`config.mk`:
```
export PLATFORM = sky130hd
export DESIGN_NAME = lsu_mem_req_ctrl
export DESIGN_NICKNAME = d
export VERILOG_FILES = /design/src/rtl/lsu_mem_req_ctrl.sv
export SDC_FILE = /design/constraint.sdc
export NUM_CORES = 1
export LEC_CHECK = 0
export BUFFER_PORTS_ARGS = -buffer_cell sky130_fd_sc_hd__buf_4
export CAP_MARGIN = 20
export CELL_PAD_IN_SITES_DETAIL_PLACEMENT = 0
export CELL_PAD_IN_SITES_GLOBAL_PLACEMENT = 1
export CORE_MARGIN = 3
export CORE_UTILIZATION = 48
export DETAILED_ROUTE_END_ITERATION = 10
export PLACE_DENSITY_LB_ADDON = 0.08
export SLEW_MARGIN = 20
export SYNTH_ARGS = -nofsm -noshare
export SYNTH_HDL_FRONTEND = slang
export SYNTH_SLANG_ARGS = --single-unit
```
`constraint.sdc`:
```
create_clock -name clk -period 20.7 [get_ports clk]
set_input_delay 2.07 -clock clk [delete_from_list [all_inputs] [get_ports clk]]
set_output_delay 2.07 -clock clk [all_outputs]
set_load 0.05 [all_outputs]
```
`src/rtl/lsu_mem_req_ctrl.sv`:
```
// Load/store request controller: buffers LSU memory ops, issues them one at a time to the
// data scratchpad and broadcasts tagged results (or misalign/timeout exceptions) on the CDB.
module lsu_mem_req_ctrl #(
    parameter int unsigned XLEN       = 32,
    parameter int unsigned TAG_W      = 6,
    parameter int unsigned FIFO_DEPTH = 4,
    parameter int unsigned TIMEOUT    = 15
) (
    input  logic             clk,
    input  logic             reset,
    input  logic             flush,
    input  logic             in_valid,
    output logic             in_ready,
    input  logic             in_is_store,
    input  logic             in_is_atomic,
    input  logic             in_unsigned,
    input  logic [1:0]       in_size,
    input  logic [XLEN-1:0]  in_addr,
    input  logic [XLEN-1:0]  in_wdata,
    input  logic [XLEN-1:0]  in_cmp_val,
    input  logic [TAG_W-1:0] in_tag,
    output logic             mem_req,
    output logic             mem_we,
    output logic [XLEN-1:0]  mem_addr,
    output logic [XLEN-1:0]  mem_wdata,
    output logic [1:0]       mem_size,
    output logic             mem_atomic,
    output logic [XLEN-1:0]  mem_cmp_val,
    input  logic             mem_ready,
    input  logic [XLEN-1:0]  mem_rdata,
    input  logic             mem_error,
    output logic             cdb_valid,
    output logic [TAG_W-1:0] cdb_tag,
    output logic [XLEN-1:0]  cdb_data,
    output logic             cdb_exc,
    output logic [1:0]       cdb_exc_code,
    output logic             busy
);
    localparam int unsigned PTR_W = (FIFO_DEPTH > 1) ? $clog2(FIFO_DEPTH) : 1;
    localparam int unsigned CNT_W = PTR_W + 1;
    localparam int unsigned TMR_W = $clog2(TIMEOUT + 1);

    typedef struct packed {
        logic             is_store;
        logic             is_atomic;
        logic             is_unsigned;
        logic [1:0]       size;
        logic [XLEN-1:0]  addr;
        logic [XLEN-1:0]  wdata;
        logic [XLEN-1:0]  cmp_val;
        logic [TAG_W-1:0] tag;
    } op_t;

    typedef enum logic [1:0] {S_IDLE, S_REQ, S_WAIT} state_e;

    state_e           state_q, state_d;
    logic [TMR_W-1:0] tmr_q, tmr_d;
    logic             kill_q, kill_d;
    op_t              fifo_q [FIFO_DEPTH];
    op_t              fifo_d [FIFO_DEPTH];
    logic [PTR_W-1:0] wr_ptr_q, wr_ptr_d, rd_ptr_q, rd_ptr_d;
    logic [CNT_W-1:0] count_q, count_d;
    logic             cdb_valid_q, cdb_valid_d, cdb_exc_q, cdb_exc_d;
    logic [TAG_W-1:0] cdb_tag_q, cdb_tag_d;
    logic [XLEN-1:0]  cdb_data_q, cdb_data_d;
    logic [1:0]       cdb_code_q, cdb_code_d;

    op_t              head;
    logic             is_req, push, pop, done, deliver, res_exc;
    logic [XLEN-1:0]  res_data;
    logic [1:0]       res_code;

    function automatic logic [XLEN-1:0] load_value(input op_t op, input logic [XLEN-1:0] rd);
        logic [7:0]  b;
        logic [15:0] h;
        b = rd[{op.addr[1:0], 3'b000} +: 8];
        h = rd[{op.addr[1], 4'b0000} +: 16];
        if (op.is_atomic) return rd;
        if (op.is_store)  return '0;
        unique case (op.size)
            2'b00:   return op.is_unsigned ? {{(XLEN-8){1'b0}}, b} : {{(XLEN-8){b[7]}}, b};
            2'b01:   return op.is_unsigned ? {{(XLEN-16){1'b0}}, h} : {{(XLEN-16){h[15]}}, h};
            default: return rd;
        endcase
    endfunction

    assign head     = fifo_q[rd_ptr_q];
    assign is_req   = (state_q == S_REQ);
    assign in_ready = (count_q != CNT_W'(FIFO_DEPTH));
    assign busy     = (count_q != '0) || (state_q != S_IDLE);

    assign mem_req     = is_req;
    assign mem_we      = is_req && head.is_store && !head.is_atomic;
    assign mem_atomic  = is_req && head.is_atomic;
    assign mem_size    = is_req ? (head.is_atomic ? 2'b10 : head.size) : 2'b00;
    assign mem_addr    = is_req ? head.addr    : '0;
    assign mem_wdata   = is_req ? head.wdata   : '0;
    assign mem_cmp_val = is_req ? head.cmp_val : '0;

    assign cdb_valid    = cdb_valid_q;
    assign cdb_tag      = cdb_tag_q;
    assign cdb_data     = cdb_data_q;
    assign cdb_exc      = cdb_exc_q;
    assign cdb_exc_code = cdb_code_q;

    always_comb begin
        state_d  = state_q;
        tmr_d    = tmr_q;
        done     = 1'b0;
        res_data = '0;
        res_exc  = 1'b0;
        res_code = 2'b00;
        unique case (state_q)
            S_IDLE: if (count_q != '0 && !flush) state_d = S_REQ;
            S_REQ: begin
                if (mem_error) begin
                    done     = 1'b1;
                    res_exc  = 1'b1;
                    res_code = 2'b01;
                    state_d  = S_IDLE;
                end else begin
                    state_d = S_WAIT;
                    tmr_d   = '0;
                end
            end
            S_WAIT: begin
                if (mem_ready) begin
                    done     = 1'b1;
                    res_data = load_value(head, mem_rdata);
                    state_d  = S_IDLE;
                end else if (tmr_q == TMR_W'(TIMEOUT - 1)) begin
                    done     = 1'b1;
                    res_exc  = 1'b1;
                    res_code = 2'b10;
                    state_d  = S_IDLE;
                end else begin
                    tmr_d = tmr_q + TMR_W'(1);
                end
            end
            default: state_d = S_IDLE;
        endcase
        // A flushed op keeps running at the scratchpad but its result is dropped on completion.
        kill_d  = (state_d != S_IDLE) && (kill_q || flush);
        deliver = done && !kill_q && !flush;

        cdb_valid_d = deliver;
        cdb_tag_d   = deliver ? head.tag : '0;
        cdb_data_d  = deliver ? res_data : '0;
        cdb_exc_d   = deliver && res_exc;
        cdb_code_d  = deliver ? res_code : 2'b00;
    end

    always_comb begin
        push = in_valid && in_ready && !flush;
        pop  = deliver;
        for (int unsigned i = 0; i < FIFO_DEPTH; i++) fifo_d[i] = fifo_q[i];
        if (push) begin
            fifo_d[wr_ptr_q] = '{is_store: in_is_store, is_atomic: in_is_atomic,
                                 is_unsigned: in_unsigned, size: in_size, addr: in_addr,
                                 wdata: in_wdata, cmp_val: in_cmp_val, tag: in_tag};
        end
        if (flush) begin
            wr_ptr_d = '0;
            rd_ptr_d = '0;
            count_d  = '0;
        end else begin
            wr_ptr_d = wr_ptr_q + PTR_W'(push);
            rd_ptr_d = rd_ptr_q + PTR_W'(pop);
            count_d  = count_q + CNT_W'(push) - CNT_W'(pop);
        end
    end

    always_ff @(posedge clk or posedge reset) begin
        if (reset) begin
            state_q     <= S_IDLE;
            tmr_q       <= '0;
            kill_q      <= 1'b0;
            wr_ptr_q    <= '0;
            rd_ptr_q    <= '0;
            count_q     <= '0;
            cdb_valid_q <= 1'b0;
            cdb_tag_q   <= '0;
            cdb_data_q  <= '0;
            cdb_exc_q   <= 1'b0;
            cdb_code_q  <= 2'b00;
            for (int unsigned i = 0; i < FIFO_DEPTH; i++) fifo_q[i] <= '0;
        end else begin
            state_q     <= state_d;
            tmr_q       <= tmr_d;
            kill_q      <= kill_d;
            wr_ptr_q    <= wr_ptr_d;
            rd_ptr_q    <= rd_ptr_d;
            count_q     <= count_d;
            cdb_valid_q <= cdb_valid_d;
            cdb_tag_q   <= cdb_tag_d;
            cdb_data_q  <= cdb_data_d;
            cdb_exc_q   <= cdb_exc_d;
            cdb_code_q  <= cdb_code_d;
            for (int unsigned i = 0; i < FIFO_DEPTH; i++) fifo_q[i] <= fifo_d[i];
        end
    end
endmodule
```
== Word level (Yosys, flattened, before mapping) ==
Index checks and enable logic that the tools add are counted.
Widths: inputs -> output; s select.

* Bits in registers: 484
* Input port bits: 145
* Output and inout bits: 145
* Word-level logic and storage cells: 138

* Add/sub/neg operators: 5
* Order comparisons: 3
* Equal/unequal tests: 8
* Shift operators: 2
* Mux-type cells: 52
* Bitwise gates (word level): 2
* Reductions and logical operators: 23

{| class="wikitable"
|+ Operators with widths
! cell !! count
|-
| $bwmux 428 || 1
|-
| $mux 32 || 12
|-
| $mux 107 || 3
|-
| $bmux 107 s2 || 1
|-
| $demux 107 s2 || 1
|-
| $pmux 32 s2 || 1
|-
| $shiftx 32x6->16 || 1
|-
| $shiftx 32x6->8 || 1
|-
| $mux 2 || 11
|-
| $mux 1 || 12
|-
| $mux 4 || 3
|-
| $logic_and 1x1->1 || 11
|-
| $pmux 4 s2 || 1
|-
| $ge 3x3->1 const B || 2
|-
| $mux 6 || 1
|-
| $ne 2x2->1 const B || 3
|-
| $not 2->3 || 2
|-
| $pmux 2 s3 || 1
|-
| $reduce_bool 2->1 || 3
|-
| $add 2x1->2 || 2
|-
| $add 4x1->4 const B || 1
|-
| $eq 2x1->1 const B || 2
|-
| $eq 4x4->1 const B || 1
|-
| $logic_not 2->1 || 2
|-
| other kinds (12) || 16
|}

== Longest topological paths before layout ==
* Word-level depth: 15
* Depth in mapped cells: 14
* Depth with buffers taken out: 14

== Worst setup path before layout ==
Ideal clock, no wire load.

* Kind: register to output
* From: register rd_ptr_q[0]
* To: output mem_size[0]
* Arrival: 2.273 ns
* Data required time: 18.630 ns
* Path slack: 16.357 ns
* Stages on the path, launching flop included: 9
* Path buffers: 3
* Path through: dfrtp_1 -> buf_6 -> buf_2 -> buf_2 -> mux2i_1 -> nand2_1 -> o21ai_1 -> nand2_1 -> nor2_1

* Longest elaborated chain between the ends: 6

{| class="wikitable"
|+ Ends and longest elaborated chain
! element !! RTL line !! source
|-
| start, declared || 61 || <nowiki>logic [PTR_W-1:0] wr_ptr_q, wr_ptr_d, rd_ptr_q, rd_ptr_d;</nowiki>
|-
| start signal, assigned || 192 || <nowiki>rd_ptr_q <= rd_ptr_d;</nowiki>
|-
| $not 2->3 (implied by the code) || 87 || <nowiki>assign head = fifo_q[rd_ptr_q];</nowiki>
|-
| $bmux 107 s2 || 87 ||
|-
| $mux 107 (implied by the code) (2 in series) || 87 ||
|-
| $mux 2 (2 in series) || 95 || <nowiki>assign mem_size = is_req ? (head.is_atomic ? 2'b10 : head.size) : 2'b00;</nowiki>
|-
| end, declared || 26 || <nowiki>output logic [1:0] mem_size,</nowiki>
|}

Every way passes these cells. The select of a mux whose other input is x is not followed.

== Worst setup path after layout ==
* From: register rd_ptr_q[1]
* To: output mem_size[1]

Same word-level chain as after synthesis.

==> metrics.cfg <==
[status]
status = completed

[pwr]
cellPowerDensity_mw_per_mm2 = 129
p_leak_nw = 12.0
peakVddDrop_mv = 0.0798

[setup_path]
endpoint_kind = output pin
worst_path_max_delay_cell = buf_4
cp_data_required_time_ps = 18630
path_buf_inv = 2
crit_path_frequent_cell = buf_4
crit_fanout = 50
path_class = reg -> out
slowest_delay_ps = 780
startpoint_type = flop
worstPathCellList = buf_4, mux4_2, nor2_4, nor2b_1, buf_4
critPathArrivalTime_ps = 3650
path_delay_family = buffers and inverters

[synth]
syn_avg_cell_area_sq_um = 15.3
ys_ff_latch = 484
synth_nets = 1572
synth_top_family_by_area = multiplexers
synthSimpleGateAreaFrac_pct = 5.11
syn_area_sq_mm = 0.0217
synth_mux_area_share_pct = 34.1
syn_inst = 1416
synthAdderAreaFrac_pct = 0.669
ys_types = 43
synth_seq_area_share_pct = 55.9
synth_xor_area_share_pct = 0.242
synth_compound_area_share_pct = 1.86
ys_warn_count = 0

[layout]
fin_area_sq_mm = 0.0262
layout-drive-gt1-share_pct = 54.8
n_fill_cell = 3472
fin_nets = 1849
post-route-util_pct = 58.9
syn_to_final_growth_pct = 20.7

[cts]
clk_latency_ps = 590
clock_path_buffers = 3
clockRootBuffer = clkbuf_16
post_cts_buffers = 0
numCtsBuffers = 52
cts_tree = yes
clk_pin_slew_ps = 60
cts.sinks = 484
h-tree-depth = 2
post_cts_resized = 0
cts_hold_buf = 0

[floorplanning]
start_util_pct = 48.8
die-area_sq_mm = 0.0478
die_w_microns = 219
coreArea_sq_mm = 0.0444
rows = 77
die_y_microns = 219
io_pins = 290

[detailed_routing]
routed_wl_mm = 50.0
maxUsedRoutingLayer = met5
avgViaCountPerCell = 5.49
wl_per_cell_microns = 21.5
dr_wl_met2_mm = 24.9
dr_wl_met3_mm = 3.10
ant_nets = 0
first_iter_violations = 715
num_vias = 12779
wl_met1_mm = 21.1
drc = 0
firstDrtPassIters = 6

[global_routing]
antenna_found_initial = 3
grt_first_pass_wirelength_mm = 80.0
grt_use_total_pct = 21.4
grt_pass1_vias = 13859
overflow = 0
grt_max_degree = 139

[place]
numPortBuffers = 289
dpl_cell_area_sq_mm = 0.0244
place_ws_ps = 14960
dp_hpwl_mm = 31.2
gp_congestion = 0.756

[sta]
hold_viol = 0
tightest_slew_ps = 950
min_period_over_period_pct = 27.6
maxSlewViolCount = 0
finalSetupViolations = 0
period_needed_ps = 5720
rsz0062_at_grt = false
setup_tns_ps = 0
worst_clock_skew_ps = 13.6
fin_ws_ps = 14980
max_freq_mhz = 175
max_slew_margin_pct = 36.6

[worst_hold_path]
min_path_type = reg -> reg

[run]
drv_cap = 0

metrics by stage:
stage,instances,total power (W),hold WS [ps]
2_1_floorplan,1416,0.00220,474
3_3_place_gp,2229,0.00246,483
4_1_cts,2326,0.00343,503
3_5_place_dp,2230,0.00249,489
6_report,2328,0.00338,499
5_1_grt,2328,0.00358,507
metal layers:
metal / vias up / track usage, %
met5: - / 0
met4: 4 / 5.98
met3: 67 / 5.41
met2: 249 / 35.7
met1: 6748 / 28.1
li1: 5711 / -
cell usage after synthesis, drive strengths merged:
library cell,instances,area (sq um)
nor2,35,139
clkbuf,17,63.8
and4,1,8.76
mux2,430,4840
mux2i,16,164
fa,1,20.0
nor3b,2,15.0
a21oi,27,146
or2,1,6.26
ha,10,125
o22ai,1,6.26
nand3,2,10.0
nand2,13,48.8
and3,2,12.5
a311oi,1,8.76
o21ai,28,140
nor2b,11,68.8
and2,97,607
mux4,106,2390
nor3,21,115
a21o,3,22.5
o21a,8,60.1
inv,11,41.3
nand4,2,12.5
dfrtp,484,12100
xor2,3,26.3
nand2b,4,25.0
nor4b,1,23.8
xnor2,3,26.3
buf,71,367
a21boi,2,18.8
nand3b,2,15.0
cells in the final DEF (no fill, tap or decap), drive strengths merged, types with 16 or more instances in the layout:
master / n
nor2: 35
mux2: 430
mux4: 106
o21ai: 28
buf: 311
mux2i: 16
clkbuf: 82
nor3: 21
and2: 97
dfrtp: 484
a21oi: 27
worst register-to-register path, delay by kind of cell (launching register included):
kind | cells | cell delay, ps
buffers and inverters | 1 | 800
AND/OR/NAND/NOR | 2 | 760
flip-flops | 1 | 750
AO/OA/AOI/OAI | 2 | 710
multiplexers | 1 | 570
report_power, final:
part,total (W),switching (W),internal [W]
Combinational,0.00106,0.000526,0.000532
Sequential,0.00141,0.000152,0.00125
Clock,0.000919,0.000372,0.000547
Total,0.00338,0.00105,0.00233
area by class of cell:
cell class                      instances  area [sq um]  area share, %
Multi-Input combinational cell        833          9140           34.9
Clock buffer                           82          1660           6.33
Inverter                               11          48.8          0.186
Clock inverter                         14          82.6          0.316
Sequential cell                       484         12100           46.3
Timing Repair Buffer                  311          2370           9.08
Tap cell                              592           741           2.83
Antenna cell                            1          2.50        0.00956
worst paths after layout:
| path | cells after the start | endpoint | startpoint | slack (ps) |
|---|---|---|---|---|
| min in group asynchronous | 2 | fifo_q[171] | reset | 1680 |
| setup reg to reg | 6 | cdb_data[19] | rd_ptr_q[1] | 16970 |
| setup / recovery | 5 | mem_size[1] | rd_ptr_q[1] | 14980 |
| hold / removal | 1 | fifo_q[221] | fifo_q[221] | 500 |
| max in group asynchronous | 6 | rd_ptr_q[1] | reset | 16050 |
| hold reg to reg | 1 | fifo_q[221] | fifo_q[221] | 500 |
kinds of logic after synthesis:
family          Yosys count
flops                   484
compound gates           70
fa+ha+maj                11
mux                     552
buf+inv                  99
xor+xnor                  6
simple gates            194
registers in the layout (all words and copies together), names as in the netlist:
name	count
fifo_q	428
cdb_data	32
cdb_tag	6
tmr_q	4
count_q	3
cdb_exc_code	2
rd_ptr_q	2
state_q	2
wr_ptr_q	2
cdb_exc	1
cdb_valid	1
kill_q	1
Note: power is estimated with default switching activity, not from simulation.
